### config.mk
export PLATFORM = sky130hd
export DESIGN_NAME = inst_fetch_buffer
export DESIGN_NICKNAME = d
export VERILOG_FILES = /design/src/rtl/inst_fetch_buffer.sv
export SDC_FILE = /design/constraint.sdc
export NUM_CORES = 1
export LEC_CHECK = 0
export ABC_CLOCK_PERIOD_IN_PS = 8800
export BUFFER_PORTS_ARGS = -buffer_cell sky130_fd_sc_hd__buf_2
export CELL_PAD_IN_SITES_DETAIL_PLACEMENT = 1
export CELL_PAD_IN_SITES_GLOBAL_PLACEMENT = 1
export CORE_MARGIN = 5
export CORE_UTILIZATION = 45
export DETAILED_ROUTE_END_ITERATION = 8
export GPL_TIMING_DRIVEN = 0
export HOLD_SLACK_MARGIN = 0.03
export PLACE_DENSITY_LB_ADDON = 0.25
export SLEW_MARGIN = 10
export SYNTH_ARGS = -nofsm -noshare
export SYNTH_HDL_FRONTEND = slang
export SYNTH_SLANG_ARGS = --single-unit
### constraint.sdc
create_clock -name clk -period 8.8 [get_ports clk]
set_input_delay 1.32 -clock clk [delete_from_list [all_inputs] [get_ports clk]]
set_output_delay 1.32 -clock clk [all_outputs]
set_load 0.03 [all_outputs]
### src/rtl/inst_fetch_buffer.sv
// Fetch-to-decode decoupling ring buffer: records accepted fetch requests in order,
// pairs in-order icache responses with them, and drops responses owed to flushed requests.
module inst_fetch_buffer #(
  parameter int DEPTH      = 4,
  parameter int ADDR_WIDTH = 32
) (
  input  logic                  clk,
  input  logic                  rst,
  input  logic                  flush,
  input  logic                  if_valid,
  input  logic [ADDR_WIDTH-1:0] if_pc,
  input  logic                  if_branch,
  input  logic [ADDR_WIDTH-1:0] if_branch_addr,
  input  logic [3:0]            if_except_type,
  output logic                  if_ready,
  input  logic                  inst_addr_ok,
  input  logic                  inst_data_ok,
  input  logic [ADDR_WIDTH-1:0] inst_rdata,
  output logic                  id_valid,
  input  logic                  id_ready,
  output logic [ADDR_WIDTH-1:0] id_pc,
  output logic [ADDR_WIDTH-1:0] id_inst,
  output logic                  id_branch,
  output logic [ADDR_WIDTH-1:0] id_branch_addr,
  output logic [3:0]            id_except_type
);
  localparam int PW = $clog2(DEPTH);
  localparam int CW = PW + 1;
  localparam int DW = $clog2(DEPTH + 1);
  localparam int OW = CW + 1;

  logic [DEPTH-1:0]      valid_q, valid_d, done_q, done_d, br_q, br_d;
  logic [ADDR_WIDTH-1:0] pc_q [DEPTH];
  logic [ADDR_WIDTH-1:0] pc_d [DEPTH];
  logic [ADDR_WIDTH-1:0] inst_q [DEPTH];
  logic [ADDR_WIDTH-1:0] inst_d [DEPTH];
  logic [ADDR_WIDTH-1:0] bra_q [DEPTH];
  logic [ADDR_WIDTH-1:0] bra_d [DEPTH];
  logic [3:0]            exc_q [DEPTH];
  logic [3:0]            exc_d [DEPTH];
  logic [PW-1:0]         head_q, head_d, tail_q, tail_d;
  logic [CW-1:0]         count_q, count_d;
  logic [DW-1:0]         discard_q, discard_d;

  logic [CW-1:0] pending;
  logic [OW-1:0] outstanding, disc_sum;
  logic [PW-1:0] dptr, idx;
  logic          found, exc, push, pop;

  // dptr: oldest valid entry still waiting for its instruction, searched from head
  always_comb begin
    pending = '0;
    dptr    = head_q;
    found   = 1'b0;
    idx     = '0;
    for (int i = 0; i < DEPTH; i++) begin
      if (valid_q[i] && !done_q[i]) pending = pending + CW'(1);
      idx = head_q + PW'(i);
      if (!found && valid_q[idx] && !done_q[idx]) begin
        dptr  = idx;
        found = 1'b1;
      end
    end
  end

  assign exc         = |if_except_type;
  assign outstanding = OW'(pending) + OW'(discard_q);
  assign if_ready    = !rst && !flush && (count_q < CW'(DEPTH)) &&
                       (exc || (inst_addr_ok && (outstanding < OW'(DEPTH))));
  assign push        = if_valid && if_ready;

  assign id_valid       = valid_q[head_q] && done_q[head_q];
  assign id_pc          = pc_q[head_q];
  assign id_inst        = inst_q[head_q];
  assign id_branch      = br_q[head_q];
  assign id_branch_addr = bra_q[head_q];
  assign id_except_type = exc_q[head_q];
  assign pop            = id_valid && id_ready;

  always_comb begin
    valid_d   = valid_q;
    done_d    = done_q;
    br_d      = br_q;
    pc_d      = pc_q;
    inst_d    = inst_q;
    bra_d     = bra_q;
    exc_d     = exc_q;
    head_d    = head_q;
    tail_d    = tail_q;
    count_d   = count_q;
    discard_d = discard_q;
    disc_sum  = OW'(discard_q) + OW'(pending);
    if (flush) begin
      valid_d = '0;
      done_d  = '0;
      br_d    = '0;
      for (int i = 0; i < DEPTH; i++) begin
        pc_d[i]   = '0;
        inst_d[i] = '0;
        bra_d[i]  = '0;
        exc_d[i]  = '0;
      end
      head_d  = '0;
      tail_d  = '0;
      count_d = '0;
      // a response arriving with the flush is the first of the owed ones
      if (inst_data_ok && (disc_sum != '0)) disc_sum = disc_sum - OW'(1);
      discard_d = DW'(disc_sum);
    end else begin
      if (inst_data_ok) begin
        if (discard_q != '0) begin
          discard_d = discard_q - DW'(1);
        end else if (pending != '0) begin
          inst_d[dptr] = inst_rdata;
          done_d[dptr] = 1'b1;
        end
      end
      if (push) begin
        valid_d[tail_q] = 1'b1;
        done_d[tail_q]  = exc;
        pc_d[tail_q]    = if_pc;
        inst_d[tail_q]  = '0;
        br_d[tail_q]    = if_branch;
        bra_d[tail_q]   = if_branch_addr;
        exc_d[tail_q]   = if_except_type;
        tail_d          = tail_q + PW'(1);
      end
      if (pop) begin
        valid_d[head_q] = 1'b0;
        done_d[head_q]  = 1'b0;
        pc_d[head_q]    = '0;
        inst_d[head_q]  = '0;
        br_d[head_q]    = 1'b0;
        bra_d[head_q]   = '0;
        exc_d[head_q]   = '0;
        head_d          = head_q + PW'(1);
      end
      count_d = count_q + CW'(push) - CW'(pop);
    end
  end

  always_ff @(posedge clk) begin
    if (rst) begin
      valid_q   <= '0;
      done_q    <= '0;
      br_q      <= '0;
      for (int i = 0; i < DEPTH; i++) begin
        pc_q[i]   <= '0;
        inst_q[i] <= '0;
        bra_q[i]  <= '0;
        exc_q[i]  <= '0;
      end
      head_q    <= '0;
      tail_q    <= '0;
      count_q   <= '0;
      discard_q <= '0;
    end else begin
      valid_q   <= valid_d;
      done_q    <= done_d;
      br_q      <= br_d;
      pc_q      <= pc_d;
      inst_q    <= inst_d;
      bra_q     <= bra_d;
      exc_q     <= exc_d;
      head_q    <= head_d;
      tail_q    <= tail_d;
      count_q   <= count_d;
      discard_q <= discard_d;
    end
  end

endmodule

After elaboration in Yosys (flattened, before gate mapping)
Index checks and enable logic that the tools add are counted.
- add/subtract/negate cells: 12
- magnitude comparators: 17
- multiplexer cells: 95
- bitwise gates (word level): 17
- reduce and logical (&&, ||, !) cells: 47
- operators with widths (cell ; count):
    two-way mux 128 bit ; 13
    AND 128 bit ; 4
    bitwise mux 128 bit ; 3
    two-way mux 32 bit ; 9
    NOT 128 bit ; 2
    binary-select mux 32 bit (select 2 bit) ; 3
    demux 32 bit (select 2 bit) ; 3
    two-way mux 4 bit ; 17
    two-way mux 16 bit ; 3
    logical AND 1 bit ; 25
    binary-select mux 1 bit (select 2 bit) ; 9
    < comparator 2 x 3 -> 1 bit (second input constant) ; 6
    two-way mux 3 bit ; 6
    AND 16 bit ; 1
    bitwise mux 16 bit ; 1
    demux 4 bit (select 2 bit) ; 2
    two-way mux 1 bit ; 16
    NOT 16 bit ; 1
    logical NOT 1 bit ; 13
    AND 4 bit ; 3
    greater-or-equal comparator 3 bit (second input constant) ; 3
    < comparator 3 x 1 -> 1 bit (second input constant) ; 3
    NOT 2 -> 3 bit ; 3
    binary-select mux 4 bit (select 2 bit) ; 1
    23 further kinds ; 38
- flip-flop bits (word level): 422
- output and inout bits: 103
- word-level logic and storage cells: 211

Longest topological paths before layout
- depth in word-level cells: 32
- depth in mapped cells: 22
- mapped depth without buffers: 21

Least setup slack after synthesis
OpenSTA, ideal clock, no wires.
- path type: register -> register
- start point: register done_q[0]
- end point: register count_q[2]
- setup time: 0.128 ns
- data arrival time: 4.319 ns
- required time: 8.672 ns
- setup slack: 4.353 ns
- cell stages (with the launch flop): 22
- path through: dfxtp_1 > and2b_1 > inv_1 > ha_1 > xnor2_1 > inv_1 > ha_1 > mux2_2 > fa_1 > nor2_1 > a21oi_1 > o31a_1 > nor3b_1 > buf_2 > inv_1 > ha_1 > inv_1 > ha_1 > fa_1 > xnor2_1 > xnor2_1 > nor2_1
- longest elaborated chain between the ends: 17
- RTL lines (item ; line ; text):
    start, declared ; 32 ; logic [DEPTH-1:0] valid_q, valid_d, done_q, done_d, br_q, br_d;
    start signal, assigned ; 159 ; done_q <= done_d;
    logical NOT 1 bit ; 57 ; if (valid_q[i] && !done_q[i]) pending = pending + CW'(1);
    logical AND 1 bit ; 57 ;
    two-way mux 1 bit ; 57 ;
    adder 1 x 1 -> 2 bit ; 57 ;
    two-way mux 2 bit ; 57 ;
    adder 3 x 1 -> 3 bit ; 57 ;
    two-way mux 3 bit ; 57 ;
    adder 3 x 1 -> 3 bit ; 57 ;
    two-way mux 3 bit ; 57 ;
    adder 3 x 3 -> 4 bit ; 67 ; assign outstanding = OW'(pending) + OW'(discard_q);
    < comparator 4 x 3 -> 1 bit ; 69 ; (exc || (inst_addr_ok && (outstanding < OW'(DEPTH))));
    logical AND 1 bit ; 69 ;
    logical OR 1 bit ; 69 ;
    logical AND 1 bit ; 68 ; assign if_ready = !rst && !flush && (count_q < CW'(DEPTH)) &&
    logical AND 1 bit ; 70 ; assign push = if_valid && if_ready;
    adder 3 x 1 -> 3 bit ; 138 ; count_d = count_q + CW'(push) - CW'(pop);
    subtractor 3 x 1 -> 3 bit (*) ; 138 ;
    end signal, assigned ; 167 ; count_q <= count_d;
    end, declared ; 42 ; logic [CW-1:0] count_q, count_d;
Every way passes the cells marked *; elsewhere a longest branch is shown, timed or not. The select of a mux whose other input is x is not followed.
A chain may end at the register's enable or synchronous reset.

Worst setup path in the final report
- start point: register valid_q[0]
- end point: output if_ready
- longest elaborated chain between the ends: 13
- RTL lines (item ; line ; text):
    start, declared ; 32 ;
    start signal, assigned ; 158 ; valid_q <= valid_d;
    logical AND 1 bit (*) ; 57 ;
    two-way mux 1 bit (*) ; 57 ;
    adder 1 x 1 -> 2 bit ; 57 ;
    two-way mux 2 bit (*) ; 57 ;
    adder 3 x 1 -> 3 bit ; 57 ;
    two-way mux 3 bit (*) ; 57 ;
    adder 3 x 1 -> 3 bit ; 57 ;
    two-way mux 3 bit (*) ; 57 ;
    adder 3 x 3 -> 4 bit (*) ; 67 ;
    < comparator 4 x 3 -> 1 bit (*) ; 69 ;
    logical AND 1 bit (*) ; 69 ;
    logical OR 1 bit (*) ; 69 ;
    logical AND 1 bit (*) ; 68 ;
    end, declared ; 15 ; output logic if_ready,
Every way passes the cells marked *; elsewhere a longest branch is shown, timed or not.

==> Flow_metrics.wiki <==
{| class="wikitable"
! Metric !! Value
|-
| Status || complete, no violations
|-
| Total nets after synthesis || 2,229
|-
| Clock input transition at the sequential cells of the worst setup and hold paths || 60 ps
|-
| Worst min path class || flip-flop to flip-flop
|-
| Top routing layer in use || met5
|-
| Average footprint of a synthesized cell || 8.77 µm²
|-
| Critical Path Fanout Max || 5
|-
| Core occupancy in the finished layout || 0.533
|-
| Combinational cell fraction of total power || 0.049
|-
| Post-synth top flop || dfxtp_1
|-
| Proportion of layout cells with a drive suffix above 1 || 0.185
|-
| Detail Placement HPWL || 45,100 µm
|-
| Met1 layer wirelength in the final routing || 26,800 µm
|-
| Area share of the largest cell type after synthesis || 0.459
|-
| Largest vdd supply drop || roughly 0.18 mV
|-
| Routed wire per std cell || 22.2 µm
|-
| Total global routing track utilization || 0.284
|-
| Mapped cell area || 18,400 µm²
|-
| Clock tree root buffer cell || clkbuf_16
|-
| Initial antenna violation count || 8
|-
| Global-route wire length before repair || 102,000 µm
|-
| Cell taking the most area after synthesis || dfxtp_1
|-
| Cell types with the largest area share after synthesis || dfxtp_1, nand2_1, mux4_2, a21oi_1, clkbuf_1
|-
| Max-cap violation count || 0
|-
| Worst-margin pin slew || 1220 ps
|-
| Std cell rows || 74
|-
| Worst clock skew || 7.97 ps
|-
| Area of the core region || 40,600 µm²
|-
| Setup slack of the most critical reg-to-reg path || 3420 ps
|-
| Number of enable flip-flop cells after synthesis || 0
|-
| CTS Hold Bufs || 0
|-
| Length of routed met3 wiring || 3470 µm
|-
| Total power divided by cell area || 188 nW/µm²
|-
| Number of cells on the worst hold path || 2
|-
| Seq pwr share || 0.472
|-
| Cell depth of the worst flop-to-flop path || 18
|-
| Number of cells produced by synthesis || between 2,000 and 2,500
|-
| Async SR Flop Fraction || 0
|-
| Clock group share of total power || 0.479
|-
| Req. time, crit path || 7480 ps
|-
| Antenna Nets Post-Route || 0
|-
| Latest clock arrival within the worst-skew pair || 570 ps
|-
| Number of global-route vias before repair || 18,400
|-
| Horiz. Die Dim || 212 µm
|-
| TritonCTS clock tree || done
|-
| Final min period || 5450 ps
|-
| Number of input and output port buffers inserted || 210
|-
| Die outline height || 212 µm
|-
| Leak || 7.30 nW
|-
| Worst R2R Start || valid_q[0]
|-
| Yosys warning count || 0
|-
| Number of buffers inserted by post-CTS setup repair || 0
|-
| Worst hold margin || 446 ps
|-
| Part of the Yosys area used for sequential elements || 0.459
|-
| Total of flip-flops plus latches after synthesis || between 400 and 500
|-
| Cts repair resizes || 0
|-
| Yosys cell types || 56
|-
| Destination of the worst register-to-register timing path || pc_q[49]
|-
| Setup crit end kind || output port
|-
| Arr. time, crit path || 4130 ps
|-
| Worst slack at placement || 3590 ps
|-
| Launch point of the worst hold path || inst_q[74]
|-
| Routed vias/inst || 5.85
|-
| Number of nets in the final layout || roughly 2,500
|-
| Worst slew margin || 0.179
|-
| Max-slew violations || 0
|-
| Number of endpoints with negative hold slack in the final report || 0
|-
| Sort of element at the start of the critical path || flip-flop
|-
| Final routed DRC violation total || 0
|-
| Total Routed Length || 65,100 µm
|-
| Final-layout setup total negative slack || 0 ps
|-
| Most instantiated library cell after synthesis || nand2_1
|-
| Routed wire length on met2 || approximately 33,000 µm
|-
| Setup WS post-layout || 3350 ps
|-
| Full die area || 45,100 µm²
|-
| Final period utilization || 0.620
|-
| Num ports || 211
|-
| Final Power || 4.08 mW
|-
| Drt first-iter violations || 1,051
|-
| Starting Density || 0.453
|-
| Count of clock tree sinks || 422
|-
| CTS H-tree depth || 2
|-
| Number of vias in the routed layout || about 17,000
|-
| Worst setup path class || flip-flop to output port
|-
| Internal Dissipation || roughly 3.1 mW
|-
| End of the worst hold path || inst_q[74]
|-
| CTS Buf Count || 47
|-
| Remaining Overflow, GRT || 0
|-
| Fill cell count || slightly below 5,000
|-
| Fraction of power spent switching nets || 0.234
|-
| Pin count of the biggest net entering global routing || 13
|-
| Deepest clock path buffer count || 3
|-
| Most frequent cells after synthesis || nand2_1, dfxtp_1, a21oi_1
|-
| Unrepaired setup endpoints after global routing || no
|-
| Drt first pass iters || 5
|-
| Max Fclk || 183 MHz
|-
| Sw power || 0.953 mW
|-
| Total of endpoints with negative setup slack in the final report || 0
|-
| Area overhead of the layout relative to synthesis || 17.6%
|-
| Placer Congestion || between 0.8 and 0.9
|}
## registers in the layout, indices dropped and copies added (netlist names)
signal     count
done_q         4
discard_q      3
valid_q        4
br_q           4
head_q         2
bra_q        128
tail_q         2
inst_q       128
count_q        3
pc_q         128
exc_q         16
## through the flow
stage	area [µm²]	cells
5_1_grt	21600	2931
4_1_cts	21600	2927
3_3_place_gp	20100	2842
3_5_place_dp	20100	2842
6_report	21700	2934
2_1_floorplan	18400	2100
## cell type report
type | count | area (µm²) | share of cell area
plain buffers | 183 | 800 | 0.0369
clock inverters | 12 | 113 | 0.00520
well taps | 532 | 666 | 0.0307
inverters | 20 | 75.1 | 0.00347
flip-flops and latches | 422 | 8450 | 0.390
diodes | 7 | 17.5 | 0.000809
repair buffers | 210 | 1050 | 0.0485
clock buffers | 73 | 1400 | 0.0645
multi-input cells | 1475 | 9090 | 0.420
## cells in the final DEF, fill, tap and decap left out, drive strengths merged, types with 20 or more instances in the layout
master / count
buf: 277
inv: 20
a21oi: 288
nor2: 27
mux4: 103
a21boi: 64
clkbuf: 189
nand3: 65
nand4: 64
dfxtp: 422
nand2: 628
o21ai: 133
## worst max path at each step
stage	from	endpoint	slack [ps]
3_3_place_gp	valid_q[0]	inst_q[41]	3790
5_1_grt	valid_q[0]	if_ready	3150
3_5_place_dp	valid_q[0]	inst_q[3]	3590
2_1_floorplan	done_q[0]	count_q[2]	4350
6_report	valid_q[0]	if_ready	3350
4_1_cts	valid_q[0]	if_ready	3370
## per-layer routing
| layer | track usage | vias up |
|---|---|---|
| met5 | 0 | - |
| met4 | 0.103 | 4 |
| met3 | 0.0437 | 147 |
| met2 | 0.497 | 491 |
| met1 | 0.357 | 8706 |
| li1 | - | 7802 |
## power by group through the flow
stage	clock network, mW	registers [mW]	logic [mW]
2_1_floorplan	0	1.96	0.0970
3_3_place_gp	0	1.96	0.192
3_5_place_dp	0	1.97	0.197
4_1_cts	1.97	1.92	0.199
5_1_grt	2.06	1.92	0.215
6_report	1.95	1.92	0.201
## critical path, stage by stage, from the launching register on
cell,delay (ps)
dfxtp_1,460
and2b_1,240
inv_1,130
ha_1,330
xnor2_1,360
inv_1,90
ha_1,320
mux2_2,310
fa_1,420
and2_1,180
a21oi_1,200
o31a_1,250
nor2_1,80
buf_2,190
## cell families (layout without fill, tap and decap cells)
kind of cell	after synthesis	after routing	synth area share
XOR/XNOR	12	12	0.00652
other	0	7	0
AND/OR/NAND/NOR	816	816	0.186
multiplexers	109	109	0.129
flip-flops	422	422	0.459
buffers and inverters	203	498	0.0475
AO/OA/AOI/OAI	517	517	0.156
adder cells (fa/ha/maj)	21	21	0.0151
Note: power is estimated with default switching activity, not from simulation.
